==> src/rtl/mem_arb_pkg.sv <==
// Shared types for the CPU/DMA memory arbiter: FSM state encoding,
// requester identifiers and the wait-state counter width.
package mem_arb_pkg;

   localparam int WAIT_W = 4;

   typedef enum logic [1:0] {
      IDLE   = 2'd0,
      ACCESS = 2'd1,
      RESP   = 2'd2
   } state_t;

   typedef enum logic {
      REQ_CPU = 1'b0,
      REQ_DMA = 1'b1
   } req_id_t;

endpackage

==> src/rtl/mem_arb_pick.sv <==
// Combinational round-robin picker: a sole requester wins outright,
// on a tie the requester that was not granted last time wins.
module mem_arb_pick
   import mem_arb_pkg::*;
(
   input  logic    cpu_req,
   input  logic    dma_req,
   input  req_id_t last_gnt,
   output logic    valid,
   output req_id_t gnt_id
);

   always_comb begin
      // NOTE: every output gets a default first, so no path can infer a latch.
      valid  = cpu_req | dma_req;
      gnt_id = REQ_CPU;
      if (cpu_req && dma_req) begin
         gnt_id = (last_gnt == REQ_CPU) ? REQ_DMA : REQ_CPU;
      end else if (dma_req) begin
         gnt_id = REQ_DMA;
      end
   end

endmodule

==> src/rtl/mem_arbiter.sv <==
// Shares one single-port memory between the core and a DMA/debug loader with
// round-robin arbitration, programmable wait states and misalignment trapping.
module mem_arbiter
   import mem_arb_pkg::*;
#(
   parameter int AW   = 32,
   parameter int DW   = 32,
   parameter int WAIT = 1
) (
   input  logic          clk,
   input  logic          reset,
   input  logic          cpu_req,
   input  logic          cpu_we,
   input  logic [AW-1:0] cpu_adr,
   input  logic [DW-1:0] cpu_wd,
   output logic [DW-1:0] cpu_rd,
   output logic          cpu_ack,
   output logic          cpu_err,
   input  logic          dma_req,
   input  logic          dma_we,
   input  logic [AW-1:0] dma_adr,
   input  logic [DW-1:0] dma_wd,
   output logic [DW-1:0] dma_rd,
   output logic          dma_ack,
   output logic          dma_err,
   output logic          mem_en,
   output logic          mem_we,
   output logic [AW-1:0] mem_adr,
   output logic [DW-1:0] mem_wd,
   input  logic [DW-1:0] mem_rd
);

   if (WAIT < 0 || WAIT > (2**WAIT_W - 1)) begin : g_wait_check
      $error("mem_arbiter: WAIT must be in 0..15");
   end

   state_t            state, state_nxt;
   req_id_t           last_gnt, win_id, pick_id;
   logic              win_we, err_q, pick_valid, last_cnt, resp;
   logic [WAIT_W-1:0] cnt;
   logic              pick_we;
   logic [AW-1:0]     pick_adr;
   logic [DW-1:0]     pick_wd;

   mem_arb_pick u_pick (
      .cpu_req  (cpu_req),
      .dma_req  (dma_req),
      .last_gnt (last_gnt),
      .valid    (pick_valid),
      .gnt_id   (pick_id)
   );

   assign pick_we  = (pick_id == REQ_CPU) ? cpu_we  : dma_we;
   assign pick_adr = (pick_id == REQ_CPU) ? cpu_adr : dma_adr;
   assign pick_wd  = (pick_id == REQ_CPU) ? cpu_wd  : dma_wd;
   assign last_cnt = (cnt == '0);

   always_comb begin
      state_nxt = state;
      case (state)
         IDLE:    if (pick_valid) state_nxt = (pick_adr[1:0] != 2'b00) ? RESP : ACCESS;
         ACCESS:  if (last_cnt) state_nxt = RESP;
         RESP:    state_nxt = IDLE;
         default: state_nxt = IDLE;
      endcase
   end

   always_ff @(posedge clk) begin
      // NOTE: non-blocking assignments only, so every register sees pre-edge values.
      if (reset) begin
         state    <= IDLE;
         last_gnt <= REQ_DMA;
         win_id   <= REQ_CPU;
         win_we   <= 1'b0;
         err_q    <= 1'b0;
         cnt      <= '0;
         mem_adr  <= '0;
         mem_wd   <= '0;
         cpu_rd   <= '0;
         dma_rd   <= '0;
      end else begin
         state <= state_nxt;
         case (state)
            IDLE: begin
               if (pick_valid) begin
                  win_id   <= pick_id;
                  win_we   <= pick_we;
                  mem_adr  <= pick_adr;
                  mem_wd   <= pick_wd;
                  last_gnt <= pick_id;
                  err_q    <= (pick_adr[1:0] != 2'b00);
                  cnt      <= WAIT_W'(WAIT);
               end
            end
            ACCESS: begin
               if (!last_cnt) begin
                  cnt <= cnt - 1'b1;
               end else if (!win_we) begin
                  if (win_id == REQ_CPU) cpu_rd <= mem_rd;
                  else                   dma_rd <= mem_rd;
               end
            end
            default: ;
         endcase
      end
   end

   // Strobes and acks are gated by reset so an aborted transfer never completes.
   assign mem_en  = (state == ACCESS) & ~reset;
   assign mem_we  = (state == ACCESS) & last_cnt & win_we & ~reset;
   assign resp    = (state == RESP) & ~reset;
   assign cpu_ack = resp & (win_id == REQ_CPU);
   assign dma_ack = resp & (win_id == REQ_DMA);
   assign cpu_err = cpu_ack & err_q;
   assign dma_err = dma_ack & err_q;

endmodule

==> config.mk <==
export PLATFORM = sky130hd
export DESIGN_NAME = mem_arbiter
export DESIGN_NICKNAME = d
export VERILOG_FILES = /design/src/rtl/mem_arb_pkg.sv /design/src/rtl/mem_arb_pick.sv /design/src/rtl/mem_arbiter.sv
export SDC_FILE = /design/constraint.sdc
export NUM_CORES = 1
export LEC_CHECK = 0
export ABC_AREA = 1
export BUFFER_PORTS_ARGS = -buffer_cell sky130_fd_sc_hd__buf_2
export CAP_MARGIN = 10
export CORE_AREA = 2 2 117 119
export CTS_CLUSTER_DIAMETER = 40
export DETAILED_ROUTE_END_ITERATION = 6
export DIE_AREA = 0 0 119 121
export MAX_ROUTING_LAYER = met4
export PLACE_DENSITY = 0.8
export SYNTH_ARGS = -nofsm -noshare
export SYNTH_HDL_FRONTEND = slang
export SYNTH_HIERARCHICAL = 1
export SYNTH_SLANG_ARGS = --single-unit
==> constraint.sdc <==
create_clock -name clk -period 4.5 [get_ports clk]
set_clock_uncertainty 0.1 [all_clocks]
set_input_delay 0.9 -clock clk [delete_from_list [all_inputs] [get_ports clk]]
set_output_delay 0.9 -clock clk [all_outputs]
set_load 0.02 [all_outputs]
==> results of run 1 <==
==> cells in the final DEF, fill, tap and decap left out, drive strengths merged, types with 3 or more instances in the layout <==
master    n
dfxtp   138
nand2   238
o21ai    99
clkbuf   22
bufinv    6
nor2     46
nor3     35
a21oi   102
clkinv    3
inv      77
nand3    40
buf     305
==> flip-flops by register name (all words and copies together), names as in the netlist <==
| name | cells |
|---|---|
| state | 2 |
| cpu_rd | 32 |
| dma_rd | 32 |
| last_gnt | 1 |
| win_id | 1 |
| mem_adr | 32 |
| win_we | 1 |
| mem_wd | 32 |
| err_q | 1 |
| cnt | 4 |
==> final timing paths <==
check / start / end / slack, ns / cells after the start
hold / removal: dma_rd[2]$_SDFFE_PP0P_ / dma_rd[2]$_SDFFE_PP0P_ / 0.36 / 2
setup / recovery: reset / cpu_err / 1.45 / 6
setup reg to reg: cnt[0]$_SDFFE_PP0P_ / dma_rd[4]$_SDFFE_PP0P_ / 2.26 / 7
hold reg to reg: dma_rd[2]$_SDFFE_PP0P_ / dma_rd[2]$_SDFFE_PP0P_ / 0.36 / 2
==> metal layers <==
layer  part of all wire  vias up  global-route usage  wire [microns]
met1               0.42     2765               0.304            7280
li1                   -     3231                   -               -
met3              0.072       32              0.0465            1240
met4              0.027        0               0.111             466
met2               0.48      279               0.397            8290
met5                  0        -                   -               0
==> per-stage QoR <==
step	total power, mW	setup slack [ns]
after floorplan	1.75	1.70
final	3.54	1.45
after detailed placement	1.96	1.46
after CTS	3.57	1.46
after global routing	3.69	1.31
after global placement	1.96	1.51
==> layout make-up <==
type                    instances  share of cell area
clock buffers                  22              0.0586
clock inverters                10              0.0261
inverters                      76              0.0352
multi-input cells             567               0.319
flip-flops and latches        138               0.341
well taps                     176              0.0272
repair buffers                305               0.192
==> report_power, final <==
| part | internal, mW | total, mW | leakage (nW) | switching, mW |
|---|---|---|---|---|
| Sequential | 1.30 | 1.34 | 1.13 | 0.0435 |
| Combinational | 0.195 | 0.591 | 2.62 | 0.395 |
| Clock | 1.09 | 1.61 | 0.335 | 0.518 |
| Total | 2.58 | 3.54 | 4.08 | 0.957 |
==> synthesized netlist by cell type <==
| library cell | n | area (sq um) |
|---|---|---|
| buf_4 | 5 | 37.5 |
| nand3_1 | 38 | 190 |
| inv_2 | 5 | 18.8 |
| nor2_8 | 2 | 40.0 |
| dfxtp_1 | 138 | 2760 |
| nor3_1 | 35 | 175 |
| and3_1 | 1 | 6.26 |
| nand3_2 | 1 | 10.0 |
| nand2_1 | 234 | 878 |
| nor2_4 | 1 | 11.3 |
| buf_6 | 11 | 124 |
| nor2_1 | 42 | 158 |
| o21ai_0 | 90 | 450 |
| inv_1 | 71 | 267 |
| clkbuf_1 | 22 | 82.6 |
| a21oi_1 | 102 | 510 |
| buf_2 | 17 | 85.1 |
| buf_1 | 6 | 22.5 |
| nand3_4 | 1 | 17.5 |
| nand2_4 | 1 | 11.3 |
| o21ai_1 | 9 | 45.0 |
| or2_1 | 2 | 12.5 |
| a211oi_1 | 2 | 15.0 |
| ha_1 | 1 | 12.5 |
| nor4_1 | 1 | 6.26 |
| nor2_2 | 1 | 6.26 |
| nand2_2 | 3 | 18.8 |
==> critical path, stage by stage <==
cell,delay [ns]
buf_4,0.12
inv_1,0.04
buf_4,0.32
nand3_1,0.26
nor3_1,0.19
buf_2,0.19
==> cell families after synthesis <==
logic type,Yosys count,synth area share
AOI/OAI and AO/OA,203,0.171
adders and majority gates,1,0.00209
and+or+nand+nor,363,0.258
buffers and inverters,137,0.107
DFF,138,0.462
==> flow_summary_export.csv, run 1 <==
group,metric,value,unit
layout,multi_input_area,2590,sq um
logic_synthesis,syn_area,5970,sq um
power_and_ir_drop,cellLeakagePower,4.08,nW
logic_synthesis,synth_cell_types,27,
timing,slew_headroom,0.271,
placement,routabilityCongestion,0.820,
timing,setup-tns-final,0,ns
timing,clock.fmax,0.328,GHz
die,fp.dieH,121,microns
critical_path,cp.arrival,2.05,ns
die,die-area,14400,sq um
logic_synthesis,syn-num-nets,1009,
global_routing,grt.total_usage,0.247,
clock_network,cts_root_buf,"clkbuf_16",
clock_network,ctsResizeCount,0,
routing,routed_wirelength,17300,microns
logic_synthesis,avgSynthCellArea,7.10,sq um
routing,first_pass_iters,6,
clock_network,htreeDepth,4,
critical_path,cp.required,3.50,ns
timing,hold_slack,0.358,ns
die,chipWidth,119,microns
layout,regArea,2760,sq um
critical_path,start_kind,"input pin",
outcome,status,"finished clean",
timing,rsz0062_at_grt,"no",
die,core,13100,sq um
critical_path,worstPathMaxFanout,39,
timing,drv_slew,0,
timing,tightest_slew,1.09,ns
layout,final_cells,1294,
clock_network,cts_tree,"yes",
routing,vias_per_cell,4.87,
global_routing,grt.overflow.total,0,
run,timing.max_cap.violations,0,
timing,finalSetupViolCount,0,
logic_synthesis,ys_seq_area_frac,0.462,
die,initial_core_util,0.457,
clock_network,clk-insertion-delay-late,0.41,ns
timing,period_share,0.678,
global_routing,antenna_found_initial,0,
routing,drt_iter0_markers,437,
min_path,hold_path_class,"reg -> reg",
routing,vias,6307,
placement,placed_area,7410,sq um
layout,antennaDiodeCount,0,
critical_path,criticalPathCategory,"in -> out",
routing,final_antenna_net_count,0,
global_routing,grt_pass1_vias,5802,
logic_synthesis,syn_inst,842,
global_routing,grt_max_degree,101,
routing,avgRoutedWirePerCell,13.3,microns
global_routing,grt_pass1_wl,27700,microns
layout,area_growth_syn_to_layout,35.5,%
clock_network,cts_buffers,17,
power_and_ir_drop,power_density,437,nW/um^2
clock_network,clk_pin_slew_worst_paths,0.06,ns
layout,final_nets,1272,
placement,dp_hpwl,12200,microns
timing,finalCriticalPeriod,3.05,ns
die,boundaryPins,300,
layout,layout-drive-gt1-share,0.314,
timing,finalHoldViolations,0,
layout,post-route-util,0.619,
clock_network,numClockSinks,138,
logic_synthesis,ys_ff_latch,138,
layout,design_area,8100,sq um
clock_network,cts_setup_buffers,0,
placement,place_inst,1262,
die,rows,42,
placement,portBuffers,299,
layout,fill_cells,1161,
critical_path,cp-end-kind,"primary output",
power_and_ir_drop,ir_drop,0.229,mV
clock_network,cts_buffer_depth,2,
clock_network,postCtsHoldBufs,0,
logic_synthesis,yosysWarnings,6,
routing,drc,0,
(Power assumes the default switching activity.)
==> run 2, diff against run 1 <==
CORE_AREA = unset   (was 2 2 117 119)
CORE_MARGIN = 1   (was unset)
CORE_UTILIZATION = 41   (was unset)
DIE_AREA = unset   (was 0 0 119 121)
PLACE_DENSITY = 0.76   (was 0.8)
clock period = 2.8 ns   (was 4.5 ns; I/O delays follow)
==> run 2 against run 1 <==
Net effect: worst setup slack got worse by 1.1 ns; register-to-register slack worse by 1.5 ns; cell count increased by 0.62%; first-iteration DRC count fell by 25%; via count about the same.
==> flow_summary_export.csv, run 2 (synthesized netlist as in run 1, its figures left out) <==
group,metric,value,unit
power_and_ir_drop,ir_drop,0.426,mV
power_and_ir_drop,power,5.73,mW
die,initial_core_util,0.425,
placement,routabilityCongestion,0.806,
timing,period_share,0.867,
timing,finalHoldViolations,0,
timing,drv_slew,0,
timing,rsz0062_at_grt,"no",
power_and_ir_drop,switching_share,0.271,
timing,finalCriticalPeriod,2.43,ns
power_and_ir_drop,p_int,4.18,mW
critical_path,r2r_cells,6,
min_path,hold_path_class,"in -> reg",
critical_path,reg2reg_from,"cnt[0]$_SDFFE_PP0P_",
clock_network,clk-insertion-delay-late,0.41,ns
layout,layout_commonest_cell,"buf_2",
global_routing,grt_pass1_vias,5430,
clock_network,cts_buffers,17,
layout,mostFrequentLayoutCells,"buf_2 (298), nand2_1 (234), dfxtp_1 (138)",
clock_network,clk_pin_slew_worst_paths,0.06,ns
clock_network,cts_tree,"yes",
die,die-area,15100,sq um
run,timing.max_cap.violations,0,
clock_network,numClockSinks,138,
routing,drt_iter0_markers,329,
clock_network,cts_buffer_depth,2,
timing,clock.fmax,0.412,GHz
critical_path,start_kind,"flip-flop",
global_routing,grt.total_usage,0.237,
critical_path,cp.required,2.14,ns
min_path,holdPathStages,3,
die,rows,43,
routing,first_pass_iters,5,
power_and_ir_drop,pwr-share-comb,0.167,
critical_path,crit_path_end,"mem_we",
routing,final_antenna_net_count,0,
timing,hold_slack,0.291,ns
global_routing,grt_max_degree,112,
die,fp.dieH,123,microns
global_routing,grt.overflow.total,0,
power_and_ir_drop,seqPwrFrac,0.377,
clock_network,ctsResizeCount,0,
layout,multi_input_area,2590,sq um
global_routing,grt_pass1_wl,26800,microns
placement,placed_area,7430,sq um
routing,vias,6302,
timing,tightest_slew,1.09,ns
layout,fill_cells,1390,
die,boundaryPins,300,
layout,regArea,2760,sq um
timing,slew_headroom,0.273,
clock_network,htreeDepth,4,
layout,layout-drive-gt1-share,0.316,
routing,avgRoutedWirePerCell,13.5,microns
layout,design_area,8130,sq um
routing,vias_per_cell,4.84,
die,core,14000,sq um
timing,setup-tns-final,0,ns
routing,drc,0,
global_routing,antenna_found_initial,2,
outcome,status,"finished clean",
die,chipWidth,123,microns
placement,dp_hpwl,12500,microns
power_and_ir_drop,p_clk_frac,0.457,
timing,finalSetupViolCount,0,
critical_path,r2r-end,"cpu_rd[20]$_SDFFE_PP0P_",
routing,routed_wirelength,17600,microns
critical_path,cp-end-kind,"primary output",
critical_path,criticalPathCategory,"reg -> out",
power_and_ir_drop,p_switching,1.55,mW
clock_network,postCtsHoldBufs,0,
critical_path,cp.arrival,1.77,ns
layout,area_growth_syn_to_layout,36.1,%
critical_path,worstPathMaxFanout,4,
critical_path,reg2reg_slack,0.79,ns
power_and_ir_drop,power_density,704,nW/um^2
critical_path,critical_path.startpoint,"cnt[0]$_SDFFE_PP0P_",
placement,portBuffers,299,
clock_network,cts_setup_buffers,0,
layout,final_nets,1274,
clock_network,cts_root_buf,"clkbuf_16",
layout,post-route-util,0.579,
power_and_ir_drop,cellLeakagePower,4.09,nW
==> run 2: worst max-delay path: stages (launching register included) <==
cell     delay (ns)
dfxtp_1        0.32
inv_1          0.07
ha_1           0.26
nand2_2        0.14
nor4_1         0.32
buf_2          0.24
==> run 2: worst min path at each step <==
stage / from / end / slack, ns
2_1_floorplan: last_gnt$_SDFFE_PP1P_ / last_gnt$_SDFFE_PP1P_ / 0.34
3_3_place_gp: dma_rd[29]$_SDFFE_PP0P_ / dma_rd[29]$_SDFFE_PP0P_ / 0.35
3_5_place_dp: dma_rd[17]$_SDFFE_PP0P_ / dma_rd[17]$_SDFFE_PP0P_ / 0.35
4_1_cts: mem_rd[30] / cpu_rd[30]$_SDFFE_PP0P_ / 0.28
5_1_grt: mem_rd[10] / cpu_rd[10]$_SDFFE_PP0P_ / 0.29
6_report: mem_rd[29] / cpu_rd[29]$_SDFFE_PP0P_ / 0.29
==> run 2: metrics by stage <==
stage	std cells	setup slack [ns]
finish	1302	0.371
global route	1302	0.195
CTS	1300	0.378
detailed placement	1268	0.449
global placement	1268	0.504
floorplan	842	0.683
==> run 2: cell type report <==
| class | count | area share |
|---|---|---|
| Tap cell | 180 | 0.0277 |
| Timing Repair Buffer | 307 | 0.193 |
| Clock inverter | 10 | 0.0259 |
| Antenna cell | 2 | 0.000616 |
| Inverter | 76 | 0.0351 |
| Multi-Input combinational cell | 567 | 0.318 |
| Sequential cell | 138 | 0.340 |
| Clock buffer | 22 | 0.0596 |
==> run 2: power groups by stage <==
stage               clock (mW)  combinational [mW]  sequential, mW
global route              2.74                1.06            2.17
global placement             0               0.954            2.20
CTS                       2.65               0.964            2.16
floorplan                    0               0.483            2.33
detailed placement           0               0.962            2.20
finish                    2.61               0.954            2.16
==> run 2: layer usage <==
| metal | GRT usage | vias up | share of wire | wire, microns |
|---|---|---|---|---|
| met5 | - | - | 0 | 0 |
| met4 | 0.110 | 0 | 0.030 | 521 |
| met3 | 0.0590 | 37 | 0.083 | 1460 |
| met2 | 0.371 | 282 | 0.47 | 8210 |
| met1 | 0.286 | 2748 | 0.42 | 7420 |
| li1 | - | 3235 | - | - |
==> run 3, diff against run 2 <==
ABC_AREA = unset   (was 1)
HOLD_SLACK_MARGIN = 0.1   (was unset)
==> run 3 against run 2 <==
Net effect: combinational power up 3.7%; clock power down 18%; sequential power about the same; register-to-register slack worse by 0.09 ns; critical endpoint is now cpu_err; area after synthesis down 0.65%; largest cell class is now multi-input gates; total power down 7.3%.
==> flow_summary_export.csv, run 3 <==
group,metric,value,unit
outcome,status,"finished clean",
min_path,min-delay-start,"mem_rd[0]",
clock_network,cts_buffers,17,
clock_network,clk-insertion-delay-late,0.42,ns
logic_synthesis,async_flop_share,0,
timing,slew_headroom,0.521,
global_routing,antenna_found_initial,0,
timing,hold_slack,0.298,ns
clock_network,numClockSinks,138,
clock_network,ctsResizeCount,0,
layout,mostFrequentLayoutCells,"buf_2 (298), dfxtp_1 (138), mux2i_1 (97)",
layout,antennaDiodeCount,0,
critical_path,slowest_delay,0.59,ns
critical_path,critical_path.startpoint,"state[1]$_SDFFE_PP0P_",
die,rows,43,
placement,routabilityCongestion,0.799,
clock_network,cts_buffer_depth,2,
power_and_ir_drop,power_density,656,nW/um^2
timing,drv_slew,0,
critical_path,start_kind,"flip-flop",
clock_network,cts_setup_buffers,0,
logic_synthesis,netlist_top_cells_count,"dfxtp_1 (138), mux2i_1 (97), nand2_1 (68), nor2_1 (68), a211oi_1 (66)",
routing,avgRoutedWirePerCell,14.8,microns
critical_path,cpMaxStageDelayCell,"dfxtp_1",
die,initial_core_util,0.424,
routing,vias_per_cell,5.07,
clock_network,postCtsHoldBufs,0,
critical_path,r2r_cells,6,
logic_synthesis,syn-num-nets,809,
timing,finalSetupViolCount,0,
routing,drt_iter0_markers,249,
critical_path,reg2reg_slack,0.70,ns
global_routing,grt_pass1_wl,24600,microns
clock_network,cts_tree,"yes",
critical_path,cp.required,2.14,ns
placement,placed_area,7520,sq um
min_path,hold_path_end,"cpu_rd[0]$_SDFFE_PP0P_",
logic_synthesis,syn_inst,642,
clock_network,htreeDepth,4,
logic_synthesis,yosysTopAreaCell,"dfxtp_1",
logic_synthesis,synthFlopType,"dfxtp_1",
clock_network,clk_pin_slew_worst_paths,0.06,ns
layout,layout-drive-gt1-share,0.390,
min_path,holdPathStages,3,
global_routing,grt.overflow.total,0,
layout,design_area,8090,sq um
critical_path,cp_num_buf_inv,1,
timing,rsz0062_at_grt,"no",
logic_synthesis,ys_seq_area_frac,0.465,
global_routing,grt_max_degree,79,
global_routing,grt.total_usage,0.220,
logic_synthesis,avgSynthCellArea,9.25,sq um
die,core,14000,sq um
power_and_ir_drop,cellLeakagePower,3.83,nW
placement,dp_hpwl,12100,microns
critical_path,critPathTopFamily,"simple AND/OR/NAND/NOR gates",
routing,routed_wirelength,16300,microns
timing,period_share,0.915,
die,chipWidth,122,microns
critical_path,cp.arrival,1.90,ns
die,boundaryPins,300,
critical_path,crit_path_cell_trace,"nor3b_1 > nor2b_1 > and2_1 > buf_2",
clock_network,cts_root_buf,"clkbuf_16",
layout,final_cells,1106,
timing,finalHoldViolations,0,
critical_path,reg2reg_from,"cnt[0]$_SDFFE_PP0P_",
routing,final_antenna_net_count,0,
global_routing,grt_pass1_vias,5026,
routing,vias,5605,
die,die-area,15000,sq um
routing,drc,0,
logic_synthesis,synth_top_area_share,0.465,
timing,finalCriticalPeriod,2.56,ns
run,timing.max_cap.violations,0,
power_and_ir_drop,ir_drop,0.457,mV
placement,place_inst,1074,
layout,layout_commonest_cell,"buf_2",
die,fp.dieH,122,microns
logic_synthesis,yosysWarnings,6,
logic_synthesis,syn_area,5940,sq um
logic_synthesis,synth_area_leaders,"dfxtp_1 (47%), mux2i_1 (16%), a211oi_1 (8.3%)",
critical_path,worstPathMaxFanout,9,
timing,tightest_slew,0.719,ns
layout,area_growth_syn_to_layout,36.3,%
min_path,hold_path_class,"in -> reg",
placement,portBuffers,299,
timing,clock.fmax,0.390,GHz
routing,first_pass_iters,4,
layout,final_nets,1080,
logic_synthesis,synth_cell_types,42,
logic_synthesis,synth-edff-count,0,
logic_synthesis,ys_ff_latch,138,
timing,setup-tns-final,0,ns
logic_synthesis,synth.most_common_cell,"dfxtp_1",
critical_path,criticalPathCategory,"reg -> out",
critical_path,cp-end-kind,"primary output",
critical_path,r2r-end,"cpu_rd[2]$_SDFFE_PP0P_",
layout,fill_cells,1285,
run 3: kinds of logic after synthesis:
group                      count (synthesis)  share of synthesized area
buffers and inverters                     68                     0.0563
adders and majority gates                  1                    0.00211
and+or+nand+nor                          193                      0.159
AOI/OAI and AO/OA                        145                      0.154
DFF                                      138                      0.465
muxes                                     97                      0.164
run 3: how the worst max path moves through the flow:
stage                               end  cells after the start
6_report                        cpu_err                      4
3_3_place_gp                    cpu_err                      5
2_1_floorplan                   cpu_err                      4
5_1_grt                         cpu_err                      4
4_1_cts                         cpu_err                      4
3_5_place_dp   mem_adr[21]$_SDFFE_PP0P_                      6
run 3: report_power, final:
group | total (mW) | internal [mW] | switching [mW]
Clock | 2.13 | 1.29 | 0.841
Sequential | 2.19 | 2.11 | 0.0863
Combinational | 0.989 | 0.384 | 0.604
Total | 5.31 | 3.78 | 1.53
run 3: layout make-up:
cell class                 count  area [sq um]  area share
inverter                       3          11.3     0.00139
timing repair buffer         317          1660       0.205
clock buffer                  21           470      0.0582
clock inverter                11          95.1      0.0118
sequential                   138          2760       0.342
tap                          180           225      0.0278
multi-input combinational    436          2870       0.354
run 3: metrics by stage:
step                      setup slack, ns  power [mW]  utilization
after floorplan                     0.499        2.86            -
after global placement              0.609        3.21        0.538
after detailed placement            0.507        3.23        0.538
after CTS                           0.242        5.35        0.578
after global routing               0.0853        5.54        0.578
final                               0.238        5.31        0.578
run 3: worst min-delay path: cells and delay by family:
kind	cells	cell delay [ns]
buffers and inverters	1	0.11
and+or+nand+nor	1	0.05
muxes	1	0.05
run 3: metal layers:
| layer | track usage | vias to the layer above | share of wire | wire, microns |
|---|---|---|---|---|
| li1 | - | 2842 | - | - |
| met2 | 0.370 | 210 | 0.49 | 8000 |
| met4 | 0.0838 | 0 | 0.020 | 333 |
| met3 | 0.0441 | 27 | 0.053 | 872 |
| met1 | 0.258 | 2526 | 0.44 | 7120 |
| met5 | - | - | 0 | 0 |
